<file path="config.mk">
export PLATFORM = sky130hd
export DESIGN_NAME = uart_transmit_controller
export DESIGN_NICKNAME = d
export VERILOG_FILES = /design/src/rtl/uart_pkg.sv /design/src/rtl/uart_transmit_controller.sv
export SDC_FILE = /design/constraint.sdc
export NUM_CORES = 1
export LEC_CHECK = 0
export CAP_MARGIN = 20
export CORE_MARGIN = 2
export CORE_UTILIZATION = 25
export CTS_BUF_LIST = sky130_fd_sc_hd__clkbuf_16
export CTS_CLUSTER_DIAMETER = 80
export DETAILED_ROUTE_END_ITERATION = 7
export DONT_BUFFER_PORTS = 1
export GPL_TIMING_DRIVEN = 0
export PLACE_DENSITY_LB_ADDON = 0.3
export SLEW_MARGIN = 40
export SYNTH_ARGS = -nofsm -noshare
export SYNTH_HDL_FRONTEND = slang
export SYNTH_SLANG_ARGS = --single-unit
export TNS_END_PERCENT = 5
</file>
<file path="constraint.sdc">
create_clock -name Clk -period 3.58 [get_ports Clk]
set_input_delay 0.716 -clock Clk [delete_from_list [all_inputs] [get_ports Clk]]
set_output_delay 0.716 -clock Clk [all_outputs]
set_load 0.01 [all_outputs]
</file>
<file path="src/rtl/uart_pkg.sv">
// Shared UART definitions: transmit FSM states and bit-framing constants.
// The receive controller uses UART_TICKS_PER_BIT and UART_DATA_BITS as well.
package uart_pkg;

    localparam int UART_TICKS_PER_BIT = 16;
    localparam int UART_DATA_BITS     = 8;

    typedef enum logic [2:0] {
        S_TXC_IDLE   = 3'd0,
        S_TXC_START  = 3'd1,
        S_TXC_DATA   = 3'd2,
        S_TXC_PARITY = 3'd3,
        S_TXC_STOP   = 3'd4
    } tx_state_t;

endpackage

</file>
<file path="src/rtl/uart_transmit_controller.sv">
// UART transmitter: one-byte holding register feeding an 8N1 serialiser.
// Define UART_TX_PARITY_EN to insert a parity bit between data and stop.
module uart_transmit_controller
    import uart_pkg::*;
#(
    parameter int C_BAUDRATE    = 115_200,
    parameter int C_SYSTEM_FREQ = 50_000_000,
    parameter int C_PARITY_ODD  = 0
) (
    input  logic       Clk,
    input  logic       Reset,
    input  logic       Enable,
    input  logic       Load_data,
    input  logic [7:0] TX_data,
    input  logic       baud_tick,
    output logic       Empty,
    output logic       Busy,
    output logic       Overrun,
    output logic       UART_TX_O
);

    localparam logic [3:0] TICK_LAST = 4'(UART_TICKS_PER_BIT - 1);
    localparam logic [2:0] BIT_LAST  = 3'(UART_DATA_BITS - 1);

    // Reject configurations the 16x baud generator cannot produce.
    if (C_BAUDRATE <= 0 ||
        C_SYSTEM_FREQ < C_BAUDRATE * UART_TICKS_PER_BIT ||
        C_PARITY_ODD < 0 || C_PARITY_ODD > 1) begin : g_bad_cfg
        $error("uart_transmit_controller: bad parameters");
    end

    tx_state_t  state_q, state_d;
    logic [7:0] hold_q, hold_d;
    logic [7:0] shift_q, shift_d;
    logic       empty_q, empty_d;
    logic [3:0] tick_q, tick_d;
    logic [2:0] bit_q, bit_d;
    logic       tx_q, tx_d;
    logic       ovr_q, ovr_d;
`ifdef UART_TX_PARITY_EN
    localparam logic PAR_ODD = (C_PARITY_ODD != 0);
    logic       par_q, par_d;
`endif

    logic end_bit;
    logic start_frame;
    logic accept;

    assign end_bit = (state_q != S_TXC_IDLE) && baud_tick &&
                     (tick_q == TICK_LAST);

    // A frame starts from idle, or directly out of a finishing stop bit.
    assign start_frame = Enable && !empty_q &&
                         ((state_q == S_TXC_IDLE) ||
                          (state_q == S_TXC_STOP && end_bit));

    assign accept = Load_data && (empty_q || start_frame);

    always_comb begin
        state_d = state_q;
        hold_d  = hold_q;
        shift_d = shift_q;
        empty_d = empty_q;
        tick_d  = tick_q;
        bit_d   = bit_q;
        tx_d    = tx_q;
        ovr_d   = Load_data && !accept;
`ifdef UART_TX_PARITY_EN
        par_d   = par_q;
`endif

        if (state_q != S_TXC_IDLE && baud_tick) begin
            tick_d = tick_q + 4'd1;
        end

        unique case (state_q)
            S_TXC_IDLE: begin
                tx_d = 1'b1;
            end
            S_TXC_START: begin
                if (end_bit) begin
                    state_d = S_TXC_DATA;
                    tx_d    = shift_q[0];
                end
            end
            S_TXC_DATA: begin
                if (end_bit) begin
                    shift_d = shift_q >> 1;
                    bit_d   = bit_q + 3'd1;
                    tx_d    = shift_q[1];
                    if (bit_q == BIT_LAST) begin
`ifdef UART_TX_PARITY_EN
                        state_d = S_TXC_PARITY;
                        tx_d    = par_q;
`else
                        state_d = S_TXC_STOP;
                        tx_d    = 1'b1;
`endif
                    end
                end
            end
            S_TXC_PARITY: begin
                if (end_bit) begin
                    state_d = S_TXC_STOP;
                    tx_d    = 1'b1;
                end
            end
            S_TXC_STOP: begin
                if (end_bit) begin
                    state_d = S_TXC_IDLE;
                    tx_d    = 1'b1;
                end
            end
            default: begin
                state_d = S_TXC_IDLE;
                tx_d    = 1'b1;
            end
        endcase

        if (start_frame) begin
            state_d = S_TXC_START;
            shift_d = hold_q;
            empty_d = 1'b1;
            tick_d  = 4'd0;
            bit_d   = 3'd0;
            tx_d    = 1'b0;
`ifdef UART_TX_PARITY_EN
            par_d   = (^hold_q) ^ PAR_ODD;
`endif
        end

        if (accept) begin
            hold_d  = TX_data;
            empty_d = 1'b0;
        end
    end

    always_ff @(posedge Clk or posedge Reset) begin
        if (Reset) begin
            state_q <= S_TXC_IDLE;
            hold_q  <= 8'h00;
            shift_q <= 8'h00;
            empty_q <= 1'b1;
            tick_q  <= 4'd0;
            bit_q   <= 3'd0;
            tx_q    <= 1'b1;
            ovr_q   <= 1'b0;
`ifdef UART_TX_PARITY_EN
            par_q   <= 1'b0;
`endif
        end else begin
            state_q <= state_d;
            hold_q  <= hold_d;
            shift_q <= shift_d;
            empty_q <= empty_d;
            tick_q  <= tick_d;
            bit_q   <= bit_d;
            tx_q    <= tx_d;
            ovr_q   <= ovr_d;
`ifdef UART_TX_PARITY_EN
            par_q   <= par_d;
`endif
        end
    end

    assign Empty     = empty_q;
    assign Busy      = (state_q != S_TXC_IDLE);
    assign Overrun   = ovr_q;
    assign UART_TX_O = tx_q;

endmodule
</file>
==> flow_summary.json, run 1 <==
{
  "clkSinkCount": 29,
  "total_power_mw": 1.22,
  "grt.total_usage_pct": 10.9,
  "fmax_mhz": 455,
  "final_cells": 212,
  "die_x_um": 80.3,
  "globalRouteOverflowTotal": 0,
  "final_hold_viol_count": 0,
  "p_seq_share_pct": 44.4,
  "grt_pass1_wl_um": 5410,
  "placeableCoreArea_um2": 5570,
  "p_leak_nw": 0.660,
  "top_layer": "met4",
  "tns_ns": 0,
  "grt_max_degree": 30,
  "root_buffer": "clkbuf_16",
  "met3_length_um": 131,
  "nets": 155,
  "met1Wirelength_um": 1460,
  "dp_hpwl_um": 2220,
  "start_util_pct": 26.1,
  "ff_latch_area_um2": 728,
  "crit_required_ns": 2.86,
  "slew_violations": 0,
  "tightest_slew_ns": 0.612,
  "clockPowerShare_pct": 31.4,
  "p_switching_mw": 0.366,
  "status": "finished clean",
  "drtIter0Drc": 39,
  "maxCapViolations": 0,
  "dr_total_vias": 1061,
  "netlist_instances": 132,
  "rsz0062_at_grt": "false",
  "routed_wirelength_um": 3110,
  "numCtsBuffers": 5,
  "final_core_util_pct": 30.2,
  "place_congestion": 0.791,
  "ant_nets": 0,
  "route.met2.wl_um": 1460,
  "wire_per_inst_um": 14.7,
  "syn_area_um2": 1460,
  "power_density_nw_per_um2": 726,
  "setup_viol": 0,
  "ys_warn_count": 0,
  "swShare_pct": 29.9,
  "peakVddDrop_v": 0.000276,
  "rr_worst_depth": 5,
  "layout-area-overhead-vs-synth_pct": 15.5,
  "placedCellCount": 204,
  "cts_buffer_depth": 2,
  "seq_area_frac_synth_pct": 50.0,
  "ios": 17,
  "cp_max_fo": 10,
  "multi_input_area_um2": 668,
  "synth_top_area_share_pct": 46.4,
  "pwr-share-comb_pct": 24.2,
  "hold_path.class": "in2async",
  "synth_top_area_cell": "dfrtp_1",
  "cts_hold_buf": 0,
  "nFillCells": 584,
  "avgViaCountPerCell": 5.00,
  "cts_max_level": 2,
  "startpoint_type": "flip-flop",
  "post_cts_buffers": 0,
  "rows": 27,
  "period_needed_ns": 2.20,
  "worst_clock_skew_ns": 0.00421,
  "first_global_vias": 1153,
  "clock_latency_ns": 0.27,
  "cts_tree": "done",
  "fin_crit_sh_pct": 61.5,
  "cp.arrival_ns": 1.48,
  "drt-pass1-iter-count": 4,
  "die_area_um2": 6450,
  "syn_nets": 148,
  "cts-resized-gates": 0,
  "synthTopCellsByArea": "dfrtp_1 (46%), o211ai_1 (7.7%), mux2_2 (6.2%)",
  "die_y_um": 80.3,
  "end_kind": "primary output",
  "avgSynthCellArea_um2": 11.0,
  "drc": 0,
  "synth.distinct_cells": 37,
  "crit_type": "reg2out",
  "ys_ff_latch": 29,
  "intPower_mw": 0.857,
  "drive_above_1_share_pct": 20.0,
  "io_buffers": 0,
  "slew_headroom_pct": 59.0,
  "antenna_cells": 0,
  "clkTransAtPathRegs_ns": 0.05,
  "antenna_found_initial": 0
}
## metrics by stage
step           hold slack, ns  area [um2]  setup slack (ns)
2_1_floorplan           0.480        1460              1.74
3_3_place_gp            0.495        1550              1.57
3_5_place_dp            0.498        1550              1.55
4_1_cts                 0.426        1680              1.38
5_1_grt                 0.455        1680              1.28
6_report                0.396        1680              1.38
## flip-flops by register name, indices dropped and copies added, names as in the netlist
signal	flops
bit_q	3
Empty	1
Overrun	1
hold_q	8
tick_q	4
state_q	3
shift_q	8
UART_TX_O	1
## per-layer routing
| layer | track usage, % | vias to the layer above |
|---|---|---|
| met5 | 0 | - |
| met4 | 4.58 | 0 |
| met3 | 3.15 | 9 |
| met2 | 17.8 | 18 |
| met1 | 13.4 | 521 |
| li1 | - | 513 |
## critical path: stages, from the launching register on
cell      delay, ns
dfrtp_1        0.37
buf_4          0.18
inv_1          0.08
clkbuf_1       0.36
nand2_1        0.21
## power groups by stage
stage	clock [mW]	sequential, mW	combinational, mW
2_1_floorplan	0	0.524	0.250
3_3_place_gp	0	0.542	0.291
3_5_place_dp	0	0.549	0.297
4_1_cts	0.393	0.544	0.299
5_1_grt	0.405	0.559	0.336
6_report	0.384	0.543	0.296
## logic make-up after synthesis
kind of cell,count (synthesis),synth area share [%]
buffers and inverters,12,4.12
and+or+nand+nor,33,14.3
AOI/OAI and AO/OA,43,20.3
muxes,9,6.87
DFF,29,50.0
xor gates and xnor gates,3,1.80
adders and majority gates,3,2.58
## layout by cell type, fill, tap and decap left out
cell type,count
dfrtp_1,27
o211ai_1,15
o21ai_0,14
nand3_1,11
mux2_2,8
nor2_1,7
a21oi_1,6
clkbuf_1,5
clkbuf_16,5
inv_1,4
buf_2,3
ha_1,3
dfstp_2,2
or3b_2,2
or3_1,2
nand2_1,2
xor2_1,2
nor3b_1,1
and4_1,1
or2b_1,1
o221ai_2,1
or4b_1,1
buf_4,1
xnor2_1,1
nand4_1,1
nor4b_4,1
a21boi_4,1
buf_6,1
a221oi_1,1
nor3b_2,1
o31ai_1,1
o22ai_1,1
o2111ai_1,1
a31o_2,1
and2_1,1
inv_2,1
nand3b_1,1
mux2i_1,1
o311ai_0,1
## cell type report
cell class | count | share of cell area (%)
buffer | 10 | 3.12
clock buffer | 5 | 7.43
clock inverter | 3 | 0.669
inverter | 2 | 0.446
multi-input combinational | 91 | 39.7
sequential | 29 | 43.3
tap | 72 | 5.35
## synthesized netlist by cell type
master,count
a21boi_4,1
a21oi_1,6
a221oi_1,1
a31o_2,1
and2_1,1
and4_1,1
buf_2,3
buf_4,1
buf_6,1
clkbuf_1,5
dfrtp_1,27
dfstp_2,2
ha_1,3
inv_1,2
mux2_2,8
mux2i_1,1
nand2_1,2
nand3_1,11
nand3b_1,1
nand4_1,1
nor2_1,7
nor3b_1,1
nor3b_2,1
nor4b_4,1
o2111ai_1,1
o211ai_1,15
o21ai_0,14
o221ai_2,1
o22ai_1,1
o311ai_0,1
o31ai_1,1
or2b_1,1
or3_1,2
or3b_2,2
or4b_1,1
xnor2_1,1
xor2_1,2
## path summary, 6_finish.rpt
check,startpoint,endpoint,slack (ns)
max,state_q[2],Busy,1.38
min,Reset,bit_q[2],0.40
max reg2reg,tick_q[0],hold_q[4],1.61
min reg2reg,hold_q[1],hold_q[1],0.51
max in group asynchronous,Reset,hold_q[6],2.78
min in group Clk,Load_data,Empty,0.47
Note: power is estimated with default switching activity, not from simulation.
==> inputs of run 2 (changes only) <==
--- a/config.mk
+++ b/config.mk
@@ -5,6 +5,7 @@
 export SDC_FILE = /design/constraint.sdc
 export NUM_CORES = 1
 export LEC_CHECK = 0
+export ABC_AREA = 1
 export CAP_MARGIN = 20
 export CORE_MARGIN = 2
 export CORE_UTILIZATION = 25
==> constraint.sdc (replaced) <==
create_clock -name Clk -period 2 [get_ports Clk]
set_input_delay 0.4 -clock Clk [delete_from_list [all_inputs] [get_ports Clk]]
set_output_delay 0.4 -clock Clk [all_outputs]
set_load 0.01 [all_outputs]
==> run 2 against run 1 <==
- global-route usage is 0.56 points lower
- largest cell class unchanged
- synthesized area shrank 4.8%
- setup slack worse by 0.96 ns
- flip-flop and latch count stayed put
==> flow_summary.json, run 2 <==
{
  "place_congestion": 0.715,
  "max_stage_delay_ns": 0.38,
  "antenna_found_initial": 0,
  "first_global_vias": 1054,
  "tns_ns": 0,
  "nFillCells": 593,
  "status": "finished clean",
  "avgViaCountPerCell": 4.24,
  "final_common_cell": "nand2_1",
  "die_y_um": 78.5,
  "timing.rr.start": "tick_q[0]",
  "final_core_util_pct": 30.1,
  "syn_area_um2": 1390,
  "grt.total_usage_pct": 10.3,
  "crit_type": "reg2reg",
  "place_area_um2": 1480,
  "power_density_nw_per_um2": 1500,
  "synth.distinct_cells": 22,
  "synth_top_family_by_area": "simple AND/OR/NAND/NOR gates",
  "cp_max_fo": 10,
  "critPathLaunch": "tick_q[0]",
  "clkTransAtPathRegs_ns": 0.05,
  "start_util_pct": 25.5,
  "multi_input_area_um2": 576,
  "synth.most_common_cell": "nand2_1",
  "drive_above_1_share_pct": 14.6,
  "ys_warn_count": 0,
  "total_power_mw": 2.47,
  "netlist_instances": 163,
  "crit_required_ns": 2.17,
  "clkSinkCount": 29,
  "tightest_slew_ns": 0.601,
  "maxCapViolations": 0,
  "p_leak_nw": 0.824,
  "drt-pass1-iter-count": 4,
  "synth.area.mux_share_pct": 0,
  "wire_per_inst_um": 10.8,
  "placeableCoreArea_um2": 5440,
  "synth_top_area_cell": "dfrtp_1",
  "cts-resized-gates": 0,
  "rr_worst_depth": 10,
  "syn_nets": 179,
  "hold_path.class": "in2async",
  "rr_endpoint": "hold_q[0]",
  "worst_clock_skew_ns": 0.00178,
  "yosys.area_share.adder_pct": 2.71,
  "synth_top_area_share_pct": 48.7,
  "grt_max_degree": 30,
  "synth-simple-area-share_pct": 32.9,
  "fin_crit_sh_pct": 79.2,
  "critPathSlowestCell": "dfrtp_1",
  "root_buffer": "clkbuf_16",
  "fin_area_um2": 1640,
  "cts_buffer_depth": 2,
  "cts_hold_buf": 0,
  "synthTopCellsByArea": "dfrtp_1 (49%), nand2_1 (14%), nand3_1 (9.7%)",
  "avgSynthCellArea_um2": 8.51,
  "die_x_um": 78.5,
  "synth_edf_count": 0,
  "fin_hold_ws_ns": 0.0759,
  "final_cells": 243,
  "fmax_mhz": 631,
  "drtIter0Drc": 38,
  "period_needed_ns": 1.58,
  "rsz0062_at_grt": "false",
  "r2r_slack_ns": 0.42,
  "drc": 0,
  "setup_viol": 0,
  "ys.flop_type": "dfrtp_1",
  "rows": 27,
  "cts_tree": "done",
  "ios": 17,
  "ant_nets": 0,
  "layout-area-overhead-vs-synth_pct": 18.2,
  "post_cts_buffers": 0,
  "peakVddDrop_v": 0.000662,
  "synth-compound-area-share_pct": 3.97,
  "die_area_um2": 6160,
  "placedCellCount": 235,
  "final_cell_mix": "nand2_1 (50), dfrtp_1 (27), nand3_1 (27)",
  "fin_ws_ns": 0.416,
  "final_hold_viol_count": 0,
  "slew_headroom_pct": 59.9,
  "ys_ff_latch": 29,
  "end_kind": "flip-flop",
  "routed_wirelength_um": 2620,
  "nets": 186,
  "synthArstFlopShare_pct": 100,
  "cp.arrival_ns": 1.75,
  "startpoint_type": "flip-flop",
  "seq_area_frac_synth_pct": 52.5,
  "globalRouteOverflowTotal": 0,
  "dp_hpwl_um": 1860,
  "synth-xor-area-share_pct": 1.90,
  "dr_total_vias": 1030,
  "clock_latency_ns": 0.27,
  "grt_pass1_wl_um": 4800,
  "antenna_cells": 0,
  "top_regs": "hold_q x8, shift_q x8, tick_q x4",
  "ff_latch_area_um2": 728,
  "numCtsBuffers": 5,
  "slew_violations": 0,
  "place_ws_ns": 0.387,
  "path_cells": "ha_1 > nand2_1 > nor2_1 > nand3_2 > nand2_2 > nand2_4 > nand2_4 > nand2_4 > nand2_1 > nand2_1",
  "synthTopCellsByCount": "nand2_1 (50), dfrtp_1 (27), nand3_1 (27)",
  "cts_max_level": 2,
  "io_buffers": 0
}
run 2: changes by cell type after synthesis, moves of 3 or more:
cell / delta
nor2_1: +5
nand2_1: +48
clkbuf_1: -4
mux2_2: -8
nand3_1: +16
inv_2: +5
o21ai_0: -8
buf_2: -3
nand2_4: +3
o211ai_1: -15
inv_1: +7
run 2: cell families (layout without fill, tap and decap cells):
family	Yosys count	after routing
DFF	29	29
and+or+nand+nor	99	99
AOI/OAI and AO/OA	11	11
adders and majority gates	3	3
buffers and inverters	18	26
xor gates and xnor gates	3	3
run 2: layer usage:
layer	vias to the layer above	track usage [%]	wire, um
met5	-	0	0
met4	0	7.37	91
met3	8	3.68	141
met2	21	14.9	1070
met1	461	12.7	1310
li1	540	-	-
run 2: worst max path at each step:
stage,end,cells after the start
floorplan,shift_q[0],9
global placement,hold_q[2],10
detailed placement,hold_q[0],10
CTS,hold_q[0],10
global route,hold_q[3],10
finish,hold_q[0],10
run 2: worst max-delay path: cells and delay by family (launching register included):
family | cells | cell delay (ns)
adder cells (fa/ha/maj) | 1 | 0.18
AND/OR/NAND/NOR | 9 | 0.91
flip-flops | 1 | 0.38
run 2: layout make-up:
type / instances / share of cell area (%)
tap: 72 / 5.50
sequential: 29 / 44.4
inverter: 14 / 3.21
clock buffer: 5 / 7.63
clock inverter: 3 / 2.29
buffer: 4 / 1.83
multi-input combinational: 116 / 35.1
run 2: power breakdown:
part	switching [mW]	leakage [nW]	internal [mW]
sequential	0.143	0.369	0.818
clock	0.256	0.0826	0.577
combinational	0.429	0.372	0.244
==> inputs of run 3 (changes only) <==
==> constraint.sdc (replaced) <==
create_clock -name Clk -period 1.5 [get_ports Clk]
set_input_delay 0.3 -clock Clk [delete_from_list [all_inputs] [get_ports Clk]]
set_output_delay 0.3 -clock Clk [all_outputs]
set_load 0.01 [all_outputs]
==> run 3 against run 2 <==
- the flow now finishes with violations (hold timing)
- core utilization grew 4.3 points
- clock skew is essentially flat
- non-clock buffer count grew 7
- critical endpoint is now hold_q[2]
- first-iteration DRC count grew 21%
- via count grew 5.5%
- flip-flop and latch count is the same
- die area is the same
==> flow_summary.json, run 3 (synthesis gave the netlist of run 2 again) <==
{
  "max_stage_delay_ns": 0.36,
  "end_kind": "flip-flop",
  "period_needed_ns": 1.49,
  "rr_worst_depth": 10,
  "nets": 194,
  "place_congestion": 0.715,
  "slew_headroom_pct": 60.0,
  "dp_hpwl_um": 1860,
  "slew_violations": 0,
  "fin_hold_ws_ns": -0.0253,
  "status": "finished with violations",
  "peakVddDrop_v": 0.000851,
  "drc": 0,
  "ios": 17,
  "cts_max_level": 2,
  "p_leak_nw": 0.885,
  "rsz0062_at_grt": "true",
  "top_regs": "hold_q x8, shift_q x8, tick_q x4",
  "crit_family": "simple AND/OR/NAND/NOR gates",
  "place_ws_ns": -0.113,
  "path_cells": "ha_2 > nand2_2 > nor2_4 > nand3_4 > nand2_4 > nand2_8 > nand2_8 > nand2_8 > nand2_2 > nand2_1",
  "nFillCells": 570,
  "grt_pass1_wl_um": 4830,
  "grt_max_degree": 30,
  "crit_buf_inv": 0,
  "route.met2.wl_um": 1270,
  "top_layer": "met4",
  "crit_required_ns": 1.67,
  "final_cell_mix": "nand2_1 (40), nand3_1 (26), dfrtp_1 (25)",
  "final_common_cell": "nand2_1",
  "die_y_um": 78.5,
  "cp_max_fo": 8,
  "drtIter0Drc": 46,
  "clkTransAtPathRegs_ns": 0.05,
  "startpoint_type": "flip-flop",
  "routed_wirelength_um": 2930,
  "placeableCoreArea_um2": 5440,
  "fin_area_um2": 1870,
  "cp_common_cell": "nand2_8",
  "critPathSlowestCell": "dfrtp_1",
  "dr_total_vias": 1087,
  "drt-pass1-iter-count": 4,
  "clock_latency_ns": 0.28,
  "final_hold_viol_count": 27,
  "hold_path.class": "in2async",
  "wire_per_inst_um": 11.7,
  "cp.arrival_ns": 1.66,
  "tns_ns": 0,
  "io_buffers": 0,
  "globalRouteOverflowTotal": 0,
  "start_util_pct": 25.5,
  "numCtsBuffers": 5,
  "tightest_slew_ns": 0.599,
  "root_buffer": "clkbuf_16",
  "die_area_um2": 6160,
  "antenna_cells": 0,
  "die_x_um": 78.5,
  "avgViaCountPerCell": 4.33,
  "crit_type": "reg2reg",
  "violations": "hold timing",
  "cts_tree": "done",
  "first_global_vias": 1067,
  "fin_ws_ns": 0.00791,
  "worst_clock_skew_ns": 0.00226,
  "layout-area-overhead-vs-synth_pct": 34.9,
  "clkSinkCount": 29,
  "place_area_um2": 1480,
  "drive_above_1_share_pct": 28.5,
  "fmax_mhz": 670,
  "ant_nets": 0,
  "path_depth": 10,
  "met3_length_um": 141,
  "rows": 27,
  "antenna_found_initial": 0,
  "cts_buffer_depth": 2,
  "fin_crit_sh_pct": 99.5,
  "power_density_nw_per_um2": 1990,
  "setup_viol": 0,
  "maxCapViolations": 0,
  "cts_hold_buf": 0,
  "grt.total_usage_pct": 10.4,
  "met1Wirelength_um": 1430
}
## run 3: per-stage QoR
stage                     hold slack, ns  utilization, %  power (mW)  instances
final                            -0.0253            34.4        3.73        251
after global routing              0.0338            34.4        4.00        251
after floorplan                    0.377               -        2.01        163
after CTS                        0.00564            30.8        3.40        245
after global placement             0.447            27.1        2.20        235
after detailed placement           0.300            27.1        2.21        235
## run 3: where the power goes
part,total [mW],internal (mW),switching [mW]
clock network,1.12,0.770,0.348
logic,1.29,0.555,0.739
registers,1.32,1.09,0.223
## run 3: timing repair
item	in CTS	in global routing
gates resized for setup	5	29
setup buffers	2	3
endpoints found under the setup margin	24	26
pin swaps	1	8
cloned	0	3
## run 3: path summary, 6_finish.rpt
check / from / endpoint / slack [ns]
min: Reset / Overrun / -0.03
min reg2reg: hold_q[7] / hold_q[7] / 0.47
max: tick_q[1] / hold_q[2] / 0.008
max in group asynchronous: Reset / state_q[2] / 1.10
min in group Clk: TX_data[6] / hold_q[6] / 0.16
max reg2reg: tick_q[1] / hold_q[2] / 0.008
## run 3: area by class of cell
type / count / area [um2] / area share [%]
sequential: 29 / 731 / 39.1
multi-input combinational: 117 / 701 / 37.5
clock buffer: 5 / 125 / 6.69
tap: 72 / 90.1 / 4.82
timing repair buffer: 7 / 87.6 / 4.68
inverter: 14 / 57.6 / 3.08
buffer: 4 / 41.3 / 2.21
clock inverter: 3 / 37.5 / 2.01
## run 3: routing by layer
layer	GRT usage [%]	up-vias
li1	-	554
met1	12.6	506
met2	15.3	20
met3	3.68	7
met4	7.37	0
met5	0	-
